[src/rtl/pong_pkg.sv]
// Shared types and constants for the pong score keeper: FSM states, score width, serve directions.
// Pure declarations; no logic, no latency, no flow control.
package pong_pkg;

  typedef enum logic [1:0] {
    SERVE_WAIT = 2'd0,
    PLAY       = 2'd1,
    POINT      = 2'd2,
    GAME_OVER  = 2'd3
  } state_t;

  localparam int SCORE_W = 4;

  localparam logic DIR_P1 = 1'b0;
  localparam logic DIR_P2 = 1'b1;

endpackage

[src/rtl/score_keeper_if.sv]
// Event inputs and score/serve status outputs of the score keeper, bundled as one port.
// master drives the event pulses, slave (the score keeper) drives the registered status.
interface score_keeper_if;
  import pong_pkg::*;

  logic               frame_tick;
  logic               goal_p1;
  logic               goal_p2;
  logic               serve_req;
  logic               restart;
  logic [SCORE_W-1:0] score1;
  logic [SCORE_W-1:0] score2;
  logic               serve;
  logic               serve_dir;
  logic               ball_freeze;
  logic               game_over;
  logic               winner;

  modport master (
    output frame_tick, goal_p1, goal_p2, serve_req, restart,
    input  score1, score2, serve, serve_dir, ball_freeze, game_over, winner
  );

  modport slave (
    input  frame_tick, goal_p1, goal_p2, serve_req, restart,
    output score1, score2, serve, serve_dir, ball_freeze, game_over, winner
  );

endinterface

[src/rtl/serve_timer.sv]
// Saturating 8-bit frame-tick counter; done is high (from the register) once DELAY ticks are counted.
// One-cycle count latency; clr wins over en; no backpressure.
module serve_timer #(
  parameter int DELAY = 60
) (
  input  logic clk,
  input  logic reset,
  input  logic clr,
  input  logic en,
  input  logic tick,
  output logic done
);

  localparam logic [7:0] LIMIT = 8'(DELAY);

  logic [7:0] cnt_q;

  always_ff @(posedge clk) begin
    if (reset || clr) begin
      cnt_q <= 8'd0;
    end else if (en && tick && (cnt_q != LIMIT)) begin
      cnt_q <= cnt_q + 8'd1;
    end
  end

  assign done = (cnt_q == LIMIT);

endmodule

[src/rtl/score_keeper.sv]
// Pong score/serve FSM with registered outputs; serve source chosen by PONG_AUTOSERVE_EN (timer) vs serve_req.
// Outputs settle one cycle after the causing pulse; pulses outside their state are dropped, never stalled.
module score_keeper
  import pong_pkg::*;
#(
  parameter int WIN_SCORE          = 9,
  parameter int SERVE_DELAY_FRAMES = 60
) (
  input  logic           clk,
  input  logic           reset,
  score_keeper_if.slave  sk
);

  localparam logic [SCORE_W-1:0] WIN = SCORE_W'(WIN_SCORE);

  state_t             state_q, state_d;
  logic [SCORE_W-1:0] score1_q, score1_d;
  logic [SCORE_W-1:0] score2_q, score2_d;
  logic               serve_q, serve_d;
  logic               serve_dir_q, serve_dir_d;
  logic               next_dir_q, next_dir_d;
  logic               winner_q, winner_d;
  logic               freeze_q;
  logic               game_over_q;
  logic               serve_cond;

`ifdef PONG_AUTOSERVE_EN
  logic timer_done;
  logic timer_clr;
  logic timer_en;
  logic unused_serve_req;

  // Counting stops on the edge the FSM leaves SERVE_WAIT, so a coincident tick is dropped.
  assign timer_clr        = (state_q != SERVE_WAIT) && (state_d == SERVE_WAIT);
  assign timer_en         = (state_q == SERVE_WAIT) && (state_d == SERVE_WAIT);
  assign serve_cond       = (state_q == SERVE_WAIT) && timer_done;
  assign unused_serve_req = sk.serve_req;

  serve_timer #(
    .DELAY (SERVE_DELAY_FRAMES)
  ) u_serve_timer (
    .clk   (clk),
    .reset (reset),
    .clr   (timer_clr),
    .en    (timer_en),
    .tick  (sk.frame_tick),
    .done  (timer_done)
  );
`else
  logic unused_frame_tick;

  assign serve_cond        = (state_q == SERVE_WAIT) && sk.serve_req;
  assign unused_frame_tick = sk.frame_tick;
`endif

  always_comb begin
    state_d     = state_q;
    score1_d    = score1_q;
    score2_d    = score2_q;
    serve_d     = 1'b0;
    serve_dir_d = serve_dir_q;
    next_dir_d  = next_dir_q;
    winner_d    = winner_q;
    case (state_q)
      SERVE_WAIT: begin
        if (serve_cond) begin
          serve_d     = 1'b1;
          serve_dir_d = next_dir_q;
          state_d     = PLAY;
        end
      end
      PLAY: begin
        // A tied pair of goal pulses is ambiguous and dropped entirely.
        if (sk.goal_p1 ^ sk.goal_p2) begin
          if (sk.goal_p1) begin
            if (score1_q < WIN) score1_d = score1_q + 1'b1;
            next_dir_d = DIR_P2;
          end else begin
            if (score2_q < WIN) score2_d = score2_q + 1'b1;
            next_dir_d = DIR_P1;
          end
          state_d = POINT;
        end
      end
      POINT: begin
        if ((score1_q == WIN) || (score2_q == WIN)) begin
          state_d  = GAME_OVER;
          winner_d = (score2_q == WIN);
        end else begin
          state_d = SERVE_WAIT;
        end
      end
      GAME_OVER: begin
        if (sk.restart) begin
          score1_d    = '0;
          score2_d    = '0;
          serve_dir_d = DIR_P2;
          next_dir_d  = DIR_P2;
          state_d     = SERVE_WAIT;
        end
      end
      default: state_d = SERVE_WAIT;
    endcase
  end

  always_ff @(posedge clk) begin
    if (reset) begin
      state_q     <= SERVE_WAIT;
      score1_q    <= '0;
      score2_q    <= '0;
      serve_q     <= 1'b0;
      serve_dir_q <= DIR_P2;
      next_dir_q  <= DIR_P2;
      winner_q    <= 1'b0;
      freeze_q    <= 1'b1;
      game_over_q <= 1'b0;
    end else begin
      state_q     <= state_d;
      score1_q    <= score1_d;
      score2_q    <= score2_d;
      serve_q     <= serve_d;
      serve_dir_q <= serve_dir_d;
      next_dir_q  <= next_dir_d;
      winner_q    <= winner_d;
      freeze_q    <= (state_d != PLAY);
      game_over_q <= (state_d == GAME_OVER);
    end
  end

  assign sk.score1      = score1_q;
  assign sk.score2      = score2_q;
  assign sk.serve       = serve_q;
  assign sk.serve_dir   = serve_dir_q;
  assign sk.ball_freeze = freeze_q;
  assign sk.game_over   = game_over_q;
  assign sk.winner      = winner_q;

endmodule

[src/flat_wrapper.sv]
// flat-port wrapper written by rule: the top's interface ports become plain ports
module score_keeper_flat import pong_pkg::*;
#(
  parameter int WIN_SCORE          = 9,
  parameter int SERVE_DELAY_FRAMES = 60
)
  (clk, reset, sk_frame_tick, sk_goal_p1, sk_goal_p2, sk_serve_req, sk_restart, sk_score1, sk_score2, sk_serve, sk_serve_dir, sk_ball_freeze, sk_game_over, sk_winner);
  score_keeper_if sk_i ();
  input  logic clk;
  input  logic reset;
  input wire logic [$bits(sk_i.frame_tick)-1:0] sk_frame_tick;
  input wire logic [$bits(sk_i.goal_p1)-1:0] sk_goal_p1;
  input wire logic [$bits(sk_i.goal_p2)-1:0] sk_goal_p2;
  input wire logic [$bits(sk_i.serve_req)-1:0] sk_serve_req;
  input wire logic [$bits(sk_i.restart)-1:0] sk_restart;
  output wire logic [$bits(sk_i.score1)-1:0] sk_score1;
  output wire logic [$bits(sk_i.score2)-1:0] sk_score2;
  output wire logic [$bits(sk_i.serve)-1:0] sk_serve;
  output wire logic [$bits(sk_i.serve_dir)-1:0] sk_serve_dir;
  output wire logic [$bits(sk_i.ball_freeze)-1:0] sk_ball_freeze;
  output wire logic [$bits(sk_i.game_over)-1:0] sk_game_over;
  output wire logic [$bits(sk_i.winner)-1:0] sk_winner;
  assign sk_i.frame_tick = sk_frame_tick;
  assign sk_i.goal_p1 = sk_goal_p1;
  assign sk_i.goal_p2 = sk_goal_p2;
  assign sk_i.serve_req = sk_serve_req;
  assign sk_i.restart = sk_restart;
  assign sk_score1 = sk_i.score1;
  assign sk_score2 = sk_i.score2;
  assign sk_serve = sk_i.serve;
  assign sk_serve_dir = sk_i.serve_dir;
  assign sk_ball_freeze = sk_i.ball_freeze;
  assign sk_game_over = sk_i.game_over;
  assign sk_winner = sk_i.winner;
  score_keeper #(.WIN_SCORE(WIN_SCORE), .SERVE_DELAY_FRAMES(SERVE_DELAY_FRAMES)) u_core (.clk(clk), .reset(reset), .sk(sk_i));
endmodule
[config.mk]
export PLATFORM = sky130hd
export DESIGN_NAME = score_keeper_flat
export DESIGN_NICKNAME = d
export VERILOG_FILES = /design/src/rtl/pong_pkg.sv /design/src/rtl/score_keeper_if.sv /design/src/rtl/serve_timer.sv /design/src/rtl/score_keeper.sv /design/src/flat_wrapper.sv
export SDC_FILE = /design/constraint.sdc
export NUM_CORES = 1
export LEC_CHECK = 0
export ABC_AREA = 1
export BUFFER_PORTS_ARGS = -buffer_cell sky130_fd_sc_hd__buf_2
export CAP_MARGIN = 20
export CORE_UTILIZATION = 56
export CTS_CLUSTER_SIZE = 30
export DETAILED_ROUTE_END_ITERATION = 16
export PLACE_DENSITY_LB_ADDON = 0.05
export SLEW_MARGIN = 20
export SYNTH_ARGS = -nofsm -noshare
export SYNTH_HDL_FRONTEND = slang
export SYNTH_HIERARCHICAL = 1
export SYNTH_SLANG_ARGS = --single-unit
[constraint.sdc]
create_clock -name clk -period 2.1 [get_ports clk]
set_input_delay 0.315 -clock clk [delete_from_list [all_inputs] [get_ports clk]]
set_output_delay 0.315 -clock clk [all_outputs]
set_load 0.02 [all_outputs]
==> impl_metrics.csv <==
group,metric,value,unit
outcome,status,"complete, but fails checks",
outcome,violations,"design-rule violations",
timing,rsz0062_at_grt,"no",
clock_network,hold_buffers,0,
global_routing,grt_pass1_wl,3236,um
synth,ys.flop_type,"dfxtp_1",
worst_setup_path,path_class,"flop to flop",
synth,synth_area_leader_cell,"dfxtp_1",
synth,ys_warn_count,6,
synth,synthesis.nets,137,
clock_network,cts_root_buffer,"clkbuf_4",
floorplan,rows,14,
route,wirelength,1804,um
clock_network,cts.sinks,16,
timing,tightest_slew,0.3118,ns
route,wl_per_cell,11.20,um
floorplan,dieArea,1766,um2
final_layout,final_nets,159,
timing,skew,0.003601,ns
timing,timing.final.crit_period,1.505,ns
global_routing,grt_max_degree,11,
pwr,peakVddDrop,419.3,uV
synth,ys_ff_latch,16,
route,drt-initial-drc-count,15,
worst_hold_path,hold_class,"input port to flop",
floorplan,core_area,1506,um2
timing,setup_viol,0,
floorplan,io-pin-count,20,
floorplan,start_util,59.55,%
synth,ys_top_cells_by_count,"nand2_1, inv_1, dfxtp_1",
timing,hold_slack,0.2896,ns
clock_network,cts_buffers,3,
route,drtAntennaViolNets,0,
pwr,leakage,0.5462,nW
global_routing,antenna_found_initial,0,
clock_network,clkTransAtPathRegs,0.10,ns
worst_setup_path,worstPathMaxFanout,4,
clock_network,clk_latency,0.29,ns
timing,fmax,0.6646,GHz
clock_network,cts_resized,0,
place,io_buffer_count,18,
synth,synth_cell_types,23,
timing,setup_tns,0,ns
synth,synthCells,124,
job,drv_cap,0,
synth,yosysMostFrequentCell,"nand2_1",
worst_setup_path,start_kind,"flop",
route,drc_errors,1,
place,place.gp.congestion,0.8181,
synth,syn_area,897.1,um2
synth,synth_top_cells_by_area,"dfxtp_1, nand2_1, ha_1, inv_1, nand3_1",
worst_setup_path,rrSetupSlack,0.60,ns
synth,syn_area_per_cell,7.235,um2
clock_network,cts-htree-levels,1,
worst_setup_path,crit_required,2.27,ns
route,vias_per_cell,5.298,
synth,async_flop_share,0,%
floorplan,chipWidth,42.03,um
synth,synth_top_area_share,35.70,%
route,dr_total_vias,853,
final_layout,finish.utilization,69.02,%
timing,slew_headroom,79.22,%
clock_network,cts_tree,"built",
timing,period_share,71.65,%
final_layout,antenna_cells,0,
worst_setup_path,crit_arrival,1.68,ns
clock_network,cts_setup_buffers,0,
final_layout,areaGrowthSynthToFinish,15.90,%
global_routing,grt.total_usage,23.35,%
timing,finalHoldViolCount,0,
timing,slew_viol_final,0,
place,dp_hpwl,1400,um
route,drt_pass1_iterations,10,
pwr,power_density,642.5,nW/um2
synth,synth_edf_count,0,
global_routing,grt_pass1_vias,797,
clock_network,cts_buffer_depth,2,
synth,synth_seq_area_share,35.70,%
final_layout,drive_above_1_share,20.69,%
worst_setup_path,cp-end-kind,"flop",
floorplan,die_y,42.03,um
global_routing,grt-ovfl-total,0,
## worst max-delay path, cell delays in order (launching register included)
cell and delay [ns]:
dfxtp_1 0.39, inv_1 0.09, ha_1 0.19, nand3_1 0.09, nand2_1 0.08, a21oi_1 0.28
nand2_1 0.11, nand3b_1 0.17
## flip-flops by register name, indices dropped and copies added (netlist names)
register / cells
u_core/next_dir_q: 1
u_core/sk.ball_freeze: 1
u_core/sk.score2: 4
u_core/sk.serve_dir: 1
u_core/sk.winner: 1
u_core/state_q: 2
u_core/sk.game_over: 1
u_core/sk.serve: 1
u_core/sk.score1: 4
## layer usage
metal  GRT usage (%)  up-vias  share of wire (%)
li1                -      436                  -
met1           30.58      398                 47
met2           38.13       15                 48
met3           3.017        4                2.8
met4           11.25        0                1.7
met5               0        -                  0
## logic make-up (layout without fill, tap and decap cells)
kind of cell | after synthesis | count (layout) | share of synthesized area (%)
flip-flops | 16 | 16 | 35.70
AO/OA/AOI/OAI | 10 | 10 | 5.858
AND/OR/NAND/NOR | 71 | 71 | 40.03
XOR/XNOR | 2 | 2 | 1.953
buffers and inverters | 19 | 40 | 8.088
adder cells (fa/ha/maj) | 6 | 6 | 8.368
## cell usage in the layout, fill, tap and decap left out
master	Yosys	final
nand2_1	34	34
buf_2	0	18
inv_1	17	17
dfxtp_1	16	16
nor2_1	13	13
nand3_1	11	11
ha_1	6	6
a21oi_1	5	5
nand4_1	4	4
clkbuf_4	0	3
nand3_4	2	2
nand2_2	2	2
o21ai_0	2	2
clkbuf_8	0	1
nor2_4	1	1
clkinv_2	1	1
nand2_4	1	1
nand2_8	1	1
nor3_1	1	1
o22ai_1	1	1
nand3b_1	1	1
a31oi_1	1	1
xnor2_1	1	1
o21ai_1	1	1
xor2_1	1	1
## final timing paths
path	startpoint	end	depth (start not counted)
setup / recovery	u_core/sk.score1[1]$_SDFFE_PP0P_	u_core/sk.ball_freeze$_SDFF_PP1_	7
hold / removal	sk_goal_p1	u_core/next_dir_q$_SDFFE_PP1P_	3
setup reg to reg	u_core/sk.score1[1]$_SDFFE_PP0P_	u_core/sk.ball_freeze$_SDFF_PP1_	7
hold reg to reg	u_core/sk.winner$_SDFFE_PP0P_	u_core/sk.winner$_SDFFE_PP0P_	2
## through the flow
| stage | cells | power, W | cell area (um2) | worst slack, ns |
|---|---|---|---|---|
| after floorplan | 124 | 0.0004326 | 897.1 | 0.6414 |
| final | 161 | 0.0006680 | 1040 | 0.5953 |
| after detailed placement | 157 | 0.0004687 | 1003 | 0.6193 |
| after CTS | 161 | 0.0006744 | 1040 | 0.5976 |
| after global placement | 157 | 0.0004640 | 1003 | 0.6670 |
| after global routing | 161 | 0.0007058 | 1040 | 0.4556 |
## layout make-up
class / instances / area [um2]
Tap cell: 16 / 20.02
Clock buffer: 4 / 36.28
Sequential cell: 16 / 320.3
Multi-Input combinational cell: 89 / 504.2
Fill cell: 133 / 466.7
Timing Repair Buffer: 18 / 90.09
Inverter: 18 / 68.82
## power by group
| part | switching (W) | internal [W] | leakage, nW |
|---|---|---|---|
| Sequential | 0.0000127 | 0.000319 | 0.131 |
| Combinational | 0.0000850 | 0.0000443 | 0.395 |
| Clock | 0.000101 | 0.000105 | 0.0210 |
| Total | 0.000199 | 0.000469 | 0.546 |
(Power assumes the default switching activity.)
